**config.mk**
```make
export PLATFORM = sky130hd
export DESIGN_NAME = rv_alu_sched
export DESIGN_NICKNAME = d
export VERILOG_FILES = /design/src/rtl/rv_alu_sched.sv
export SDC_FILE = /design/constraint.sdc
export NUM_CORES = 1
export LEC_CHECK = 0
export ABC_AREA = 0
export BUFFER_PORTS_ARGS = -buffer_cell sky130_fd_sc_hd__buf_2
export CAP_MARGIN = 10
export CORE_AREA = 4 4 114 116
export CTS_CLUSTER_SIZE = 30
export DETAILED_ROUTE_END_ITERATION = 6
export DIE_AREA = 0 0 118 120
export HOLD_SLACK_MARGIN = 0.1
export SYNTH_ARGS = -nofsm -noshare
export SYNTH_HDL_FRONTEND = slang
export SYNTH_SLANG_ARGS = --single-unit
```
**constraint.sdc**
```tcl
create_clock -name clk -period 5.4 [get_ports clk]
set_clock_uncertainty 0.1 [all_clocks]
set_input_delay 1.08 -clock clk [delete_from_list [all_inputs] [get_ports clk]]
set_output_delay 1.08 -clock clk [all_outputs]
set_load 0.005 [all_outputs]
```
**src/rtl/rv_alu_sched.sv**
```systemverilog
// Round-robin arbiter sharing one combinational ALU between two requesters,
// with a one-entry response buffer returned via valid/ready.
module rv_alu_sched #(
   parameter int unsigned XLEN  = 32,
   parameter int unsigned CNT_W = 16
) (
   input  logic             clk,
   input  logic             rst_n,
   input  logic [1:0]       req_valid,
   output logic [1:0]       req_ready,
   input  logic [3:0]       req0_op,
   input  logic [3:0]       req1_op,
   input  logic [XLEN-1:0]  req0_a,
   input  logic [XLEN-1:0]  req0_b,
   input  logic [XLEN-1:0]  req1_a,
   input  logic [XLEN-1:0]  req1_b,
   output logic [3:0]       alu_op,
   output logic [XLEN-1:0]  alu_a,
   output logic [XLEN-1:0]  alu_b,
   input  logic [XLEN-1:0]  alu_result,
   input  logic             alu_zero,
   output logic [1:0]       rsp_valid,
   input  logic [1:0]       rsp_ready,
   output logic [XLEN-1:0]  rsp_result,
   output logic             rsp_zero,
   output logic             rsp_err,
   output logic [CNT_W-1:0] conflict_cnt
);

   localparam logic [3:0] OP_AND = 4'b0000;
   localparam logic [3:0] OP_OR  = 4'b0001;
   localparam logic [3:0] OP_ADD = 4'b0010;
   localparam logic [3:0] OP_SUB = 4'b0110;
   localparam logic [3:0] OP_SLT = 4'b0111;
   localparam logic [3:0] OP_NOR = 4'b1100;

   typedef enum logic {
      EMPTY = 1'b0,
      FULL  = 1'b1
   } state_t;

   state_t     state;
   state_t     state_next;
   logic       buf_valid;
   logic       buf_id;
   logic       rr;
   logic       can_accept;
   logic       has_grant;
   logic       grant_id;
   logic       drain;
   logic       illegal;
   logic [3:0] sel_op;

   assign buf_valid = (state == FULL);

   // Arbitration: a lone requester wins, contention is resolved by rr.
   always_comb begin
      can_accept = rst_n && (!buf_valid || rsp_ready[buf_id]);
      has_grant  = can_accept && (req_valid != 2'b00);
      grant_id   = rr;
      case (req_valid)
         2'b01:   grant_id = 1'b0;
         2'b10:   grant_id = 1'b1;
         default: grant_id = rr;
      endcase
      req_ready = 2'b00;
      if (has_grant) req_ready = grant_id ? 2'b10 : 2'b01;
      drain = buf_valid && rsp_ready[buf_id];
   end

   // Operand mux; illegal op codes are executed as ADD and flagged.
   always_comb begin
      sel_op  = grant_id ? req1_op : req0_op;
      illegal = 1'b1;
      case (sel_op)
         OP_AND, OP_OR, OP_ADD, OP_SUB, OP_SLT, OP_NOR: illegal = 1'b0;
         default:                                       illegal = 1'b1;
      endcase
      alu_op = OP_ADD;
      alu_a  = '0;
      alu_b  = '0;
      if (has_grant) begin
         alu_op = illegal ? OP_ADD : sel_op;
         alu_a  = grant_id ? req1_a : req0_a;
         alu_b  = grant_id ? req1_b : req0_b;
      end
   end

   always_comb begin
      state_next = state;
      case (state)
         EMPTY:   if (has_grant) state_next = FULL;
         FULL:    if (has_grant) state_next = FULL;
                  else if (drain) state_next = EMPTY;
         default: state_next = EMPTY;
      endcase
   end

   always_ff @(posedge clk or negedge rst_n) begin
      if (!rst_n) state <= EMPTY;
      else        state <= state_next;
   end

   always_ff @(posedge clk or negedge rst_n) begin
      if (!rst_n) begin
         buf_id       <= 1'b0;
         rr           <= 1'b0;
         rsp_result   <= '0;
         rsp_zero     <= 1'b0;
         rsp_err      <= 1'b0;
         conflict_cnt <= '0;
      end else begin
         if (has_grant) begin
            buf_id     <= grant_id;
            rr         <= ~grant_id;
            rsp_result <= alu_result;
            rsp_zero   <= alu_zero;
            rsp_err    <= illegal;
         end
         if ((req_valid == 2'b11) && !(&conflict_cnt))
            conflict_cnt <= conflict_cnt + CNT_W'(1);
      end
   end

   assign rsp_valid = buf_valid ? (buf_id ? 2'b10 : 2'b01) : 2'b00;

endmodule

```
## Word level (Yosys, flattened, before mapping)

Index checks and enable logic that the tools add are counted.

| storage, ports and cells | value |
|---|---|
| flip-flop bits (word level) | 53 |
| logic and storage cells | 49 |

| operators by class | value |
|---|---|
| add/subtract/negate cells | 1 |
| reduce and logical (&&, ||, !) cells | 11 |
| magnitude comparators | 1 |
| bitwise logic cells | 2 |
| eq/ne operators | 8 |
| muxes and demuxes | 19 |

Operators by type and width:

| operator | number |
|---|---|
| $mux 32 | 4 |
| $add 16x1->16 const B | 1 |
| $reduce_and 16->1 | 1 |
| $mux 4 | 3 |
| $eq 4x3->1 const B | 2 |
| $mux 2 | 4 |
| $mux 1 | 6 |
| $reduce_or 6->1 | 1 |
| $eq 2x2->1 const B | 2 |
| $eq 4x1->1 const B | 1 |
| $eq 4x2->1 const B | 1 |
| $eq 4x4->1 const B | 1 |
| $logic_and 1x1->1 | 4 |
| $logic_not 4->1 | 1 |
| $pmux 1 s2 | 2 |
| $eq 2x1->1 const B | 1 |
| $logic_not 1->1 | 2 |
| $lt 1x2->1 const B | 1 |
| $not 1->1 | 2 |
| $reduce_bool 2->1 | 1 |
| $logic_or 1x1->1 | 1 |

## Longest topological paths before layout

| depth | value |
|---|---|
| depth in word-level cells | 7 |
| mapped depth | 8 |

## Worst setup path after synthesis

No wires, ideal clock.

| path | value |
|---|---|
| path type | input-to-output |
| start point | input port req_valid[0] |
| end point | output port alu_op[1] |
| arrival time | 2408 ps |
| stages | 6 |
| path slack | 1812 ps |
| buffers on the path | 0 |
| cell sequence | inv_1 ha_1 mux2_2 nor3_2 a22oi_1 a211o_1 |

| between the ends | value |
|---|---|
| word-level cells in the longest chain between the ends | 7 |
| elaborated cells on any way between the ends | 15 |
| classes of those cells | eq/ne (7); mux (4); reduce/logical (4) |

Ends and longest elaborated chain:

| item | RTL line | text |
|---|---|---|
| start, declared | 9 | `input logic [1:0] req_valid,` |
| $eq 2x2->1 or $eq 2x1->1 (tied branches) | 61 | `case (req_valid)` |
| $pmux 1 s2 | 61 |  |
| $mux 4 | 73 | `sel_op = grant_id ? req1_op : req0_op;` |
| $eq 4x1->1, or another cell as far along | 75 | `case (sel_op)` |
| $reduce_or 6->1 | 75 |  |
| $mux 4 | 83 | `alu_op = illegal ? OP_ADD : sel_op;` |
| $mux 4 * | 82 | `if (has_grant) begin` |
| end, declared | 17 | `output logic [3:0] alu_op,` |

Every way passes the cells marked *; elsewhere a longest branch is shown, timed or not.

## Worst setup path in the final report

| path | value |
|---|---|
| start point | input port req_valid[0] |
| end point | output port alu_op[0] |

The elaborated chain is that of the path after synthesis.

==> out/qor.yml <==
yosysWarnings: 0
cp.required_ns: 4.22
grt-ovfl-total: 0
syn_area_sq_um: 3360
dr_total_vias: 3931
wl_per_cell_um: 13.9
clock_sinks: 53
whs_ns: 0.385
min-delay-path-class: "flip-flop to flip-flop"
syn_avg_cell_area_sq_um: 8.27
syn_to_final_growth_pct: 50.9
cts_root_buf: "clkbuf_16"
cp_top_family: "multiplexers"
diodes: 0
seq_power_share_pct: 38.5
status: "completed"
fin_crit_sh_pct: 82.4
power.total_mw: 1.50
p_sw_uw: 545
setup_viol: 0
clock_latency_ns: 0.28
htree_levels: 2
final_nets: 866
synth_seq_cells: 53
maxCapViolCount: 0
clockBufferDepth: 2
avgViaCountPerCell: 4.71
worst-endpoint-arrival_ns: 3.27
crit_type: "input port to output pin"
intPower_uw: 956
crit_chain: "buf_2, inv_1, ha_1, mux2_2, buf_4, mux2i_1, nor3_1, buf_2"
drv_slew: 0
crit_path_frequent_cell: "buf_2"
antenna_left: 0
antenna_found_initial: 0
clock_power_share_pct: 20.9
ctsHoldBuffers: 0
register_area_sq_um: 1330
post-route-drc-count: 0
initial_core_util_pct: 28.2
grt_max_degree: 76
crit_buf_inv: 4
worstMarginPinSlew_ns: 0.773
ir_drop_mv: 0.102
p_leak_nw: 2.79
placed_cells: 827
ctsResizeCount: 0
drive_above_1_share_pct: 46.8
power_density_nw_per_um2: 296
critical_path.max_stage_delay_ns: 0.76
synth-seq-area-share_pct: 39.4
grt_pass1_wl_um: 18400
chipHeight_um: 120
io_pins: 297
synth-async-reset-ratio_pct: 100
n_fill_cell: 1213
cp_slowest_cell: "mux2_2"
wl_um: 11600
synthDistinctLibCells: 38
hold_viol: 0
gp_congestion: 0.856
instances_no_fill: 835
period_needed_ns: 4.45
rows: 40
synth_top_flop_cell: "dfrtp_1"
synth_cells: 407
syn_nets: 586
clkTransAtPathRegs_ns: 0.07
p_sw_share_pct: 36.3
core_region_area_sq_um: 11900
fin_setup_tns_ns: 0
cts_buffers: 5
cts_tree: "yes"
numPortBuffers: 296
rsz0062_at_grt: "no"
dieArea_sq_um: 14200
die_x_um: 118
synth.top_cell.area_share_pct: 39.4
fmax_mhz: 225
multiInputGateArea_sq_um: 1890
relSlewSlack_pct: 48.5
synth_edf_count: 0
synthTopCellsByArea: "dfrtp_1 (39%), nand2_1 (15%), mux2_1 (11%)"
cp-end-kind: "output pin"
critPathLaunchType: "input port"
hpwl_um: 9550
drt-initial-drc-count: 146
first_global_vias: 3895
yosys.area.top_type: "dfrtp_1"
cts_setup_buffers: 0
cp_max_fo: 41
power_frac_comb_pct: 40.5
grt_usage_pct: 15.3
firstDrtPassIters: 5
through the flow:
step	utilization (%)	setup WS [ns]	area (sq um)
final	42.6	0.949	5080
after global routing	42.6	0.784	5080
after CTS	42.6	0.951	5080
after detailed placement	41.4	0.962	4930
after global placement	41.4	1.05	4930
after floorplan	-	1.81	3360
routing by layer:
| layer | wire length [um] | up-vias | GRT usage [%] |
|---|---|---|---|
| met5 | 0 | - | 0 |
| met3 | 924 | 21 | 3.20 |
| met4 | 298 | 0 | 5.35 |
| met2 | 5800 | 209 | 27.1 |
| li1 | - | 1934 | - |
| met1 | 4600 | 1767 | 18.4 |
cell usage in the layout (no fill, tap or decap), types with 2 or more instances in the layout:
cell,Yosys,layout
a21oi_1,67,67
and2_1,2,2
and3_1,4,4
and4_1,3,3
buf_2,17,296
buf_4,0,5
clkbuf_16,0,5
dfrtp_1,53,53
ha_1,4,4
inv_1,4,4
mux2_1,32,32
mux2_2,3,3
mux2i_1,4,3
nand2_1,136,136
nand2b_1,2,2
nand3_1,8,8
nand3b_1,2,2
nand4_1,4,4
nand4_2,2,2
nor2_1,13,13
nor2b_1,4,4
nor3_1,3,3
nor3_2,2,2
nor4bb_1,2,2
xnor2_1,9,9
xor2_1,4,4
synthesized netlist by cell type (4+ instances only):
master	number
inv_1	4
nand4_1	4
nand3_1	8
and3_1	4
clkbuf_1	6
nor2_1	13
mux2_1	32
ha_1	4
a21oi_1	67
dfrtp_1	53
xnor2_1	9
mux2i_1	4
buf_6	4
buf_2	17
nand2_1	136
xor2_1	4
nor2b_1	4
final timing paths:
path / start / end / slack [ns] / cells past startpoint
min in group asynchronous: rst_n / conflict_cnt[10]$_DFFE_PN0P_ / 0.82 / 2
min: rsp_result[28]$_DFFE_PN0P_ / rsp_result[28]$_DFFE_PN0P_ / 0.38 / 1
max in group asynchronous: rst_n / rsp_result[26]$_DFFE_PN0P_ / 3.93 / 2
max reg2reg: buf_id$_DFFE_PN0P_ / rsp_result[1]$_DFFE_PN0P_ / 2.94 / 4
max: req_valid[0] / alu_op[0] / 0.95 / 8
min reg2reg: rsp_result[28]$_DFFE_PN0P_ / rsp_result[28]$_DFFE_PN0P_ / 0.38 / 1
registers in the layout, indices dropped and copies added (netlist names):
| name | count |
|---|---|
| rsp_result | 32 |
| conflict_cnt | 16 |
| buf_id | 1 |
| buf_valid | 1 |
| rr | 1 |
| rsp_err | 1 |
| rsp_zero | 1 |
power groups by stage:
stage / logic, mW / clock network (mW) / registers [mW]
2_1_floorplan: 0.333 / 0 / 0.575
3_3_place_gp: 0.603 / 0 / 0.583
3_5_place_dp: 0.618 / 0 / 0.588
4_1_cts: 0.620 / 0.324 / 0.581
5_1_grt: 0.684 / 0.340 / 0.596
6_report: 0.609 / 0.315 / 0.578
layout make-up:
cell class / instances / share of cell area, %
Clock buffer: 5 / 2.46
Clock inverter: 3 / 0.419
Inverter: 4 / 0.296
Multi-Input combinational cell: 322 / 37.2
Sequential cell: 53 / 26.1
Tap cell: 147 / 3.62
Timing Repair Buffer: 301 / 29.9
cell families after synthesis:
group                      after synthesis  synth area share [%]
buffers and inverters                   32                  5.09
DFF                                     53                  39.4
AOI/OAI and AO/OA                       75                  12.1
muxes                                   39                  12.9
xor gates and xnor gates                13                  3.38
adders and majority gates                4                  1.49
and+or+nand+nor                        191                  25.6
Note: power is estimated with default switching activity, not from simulation.
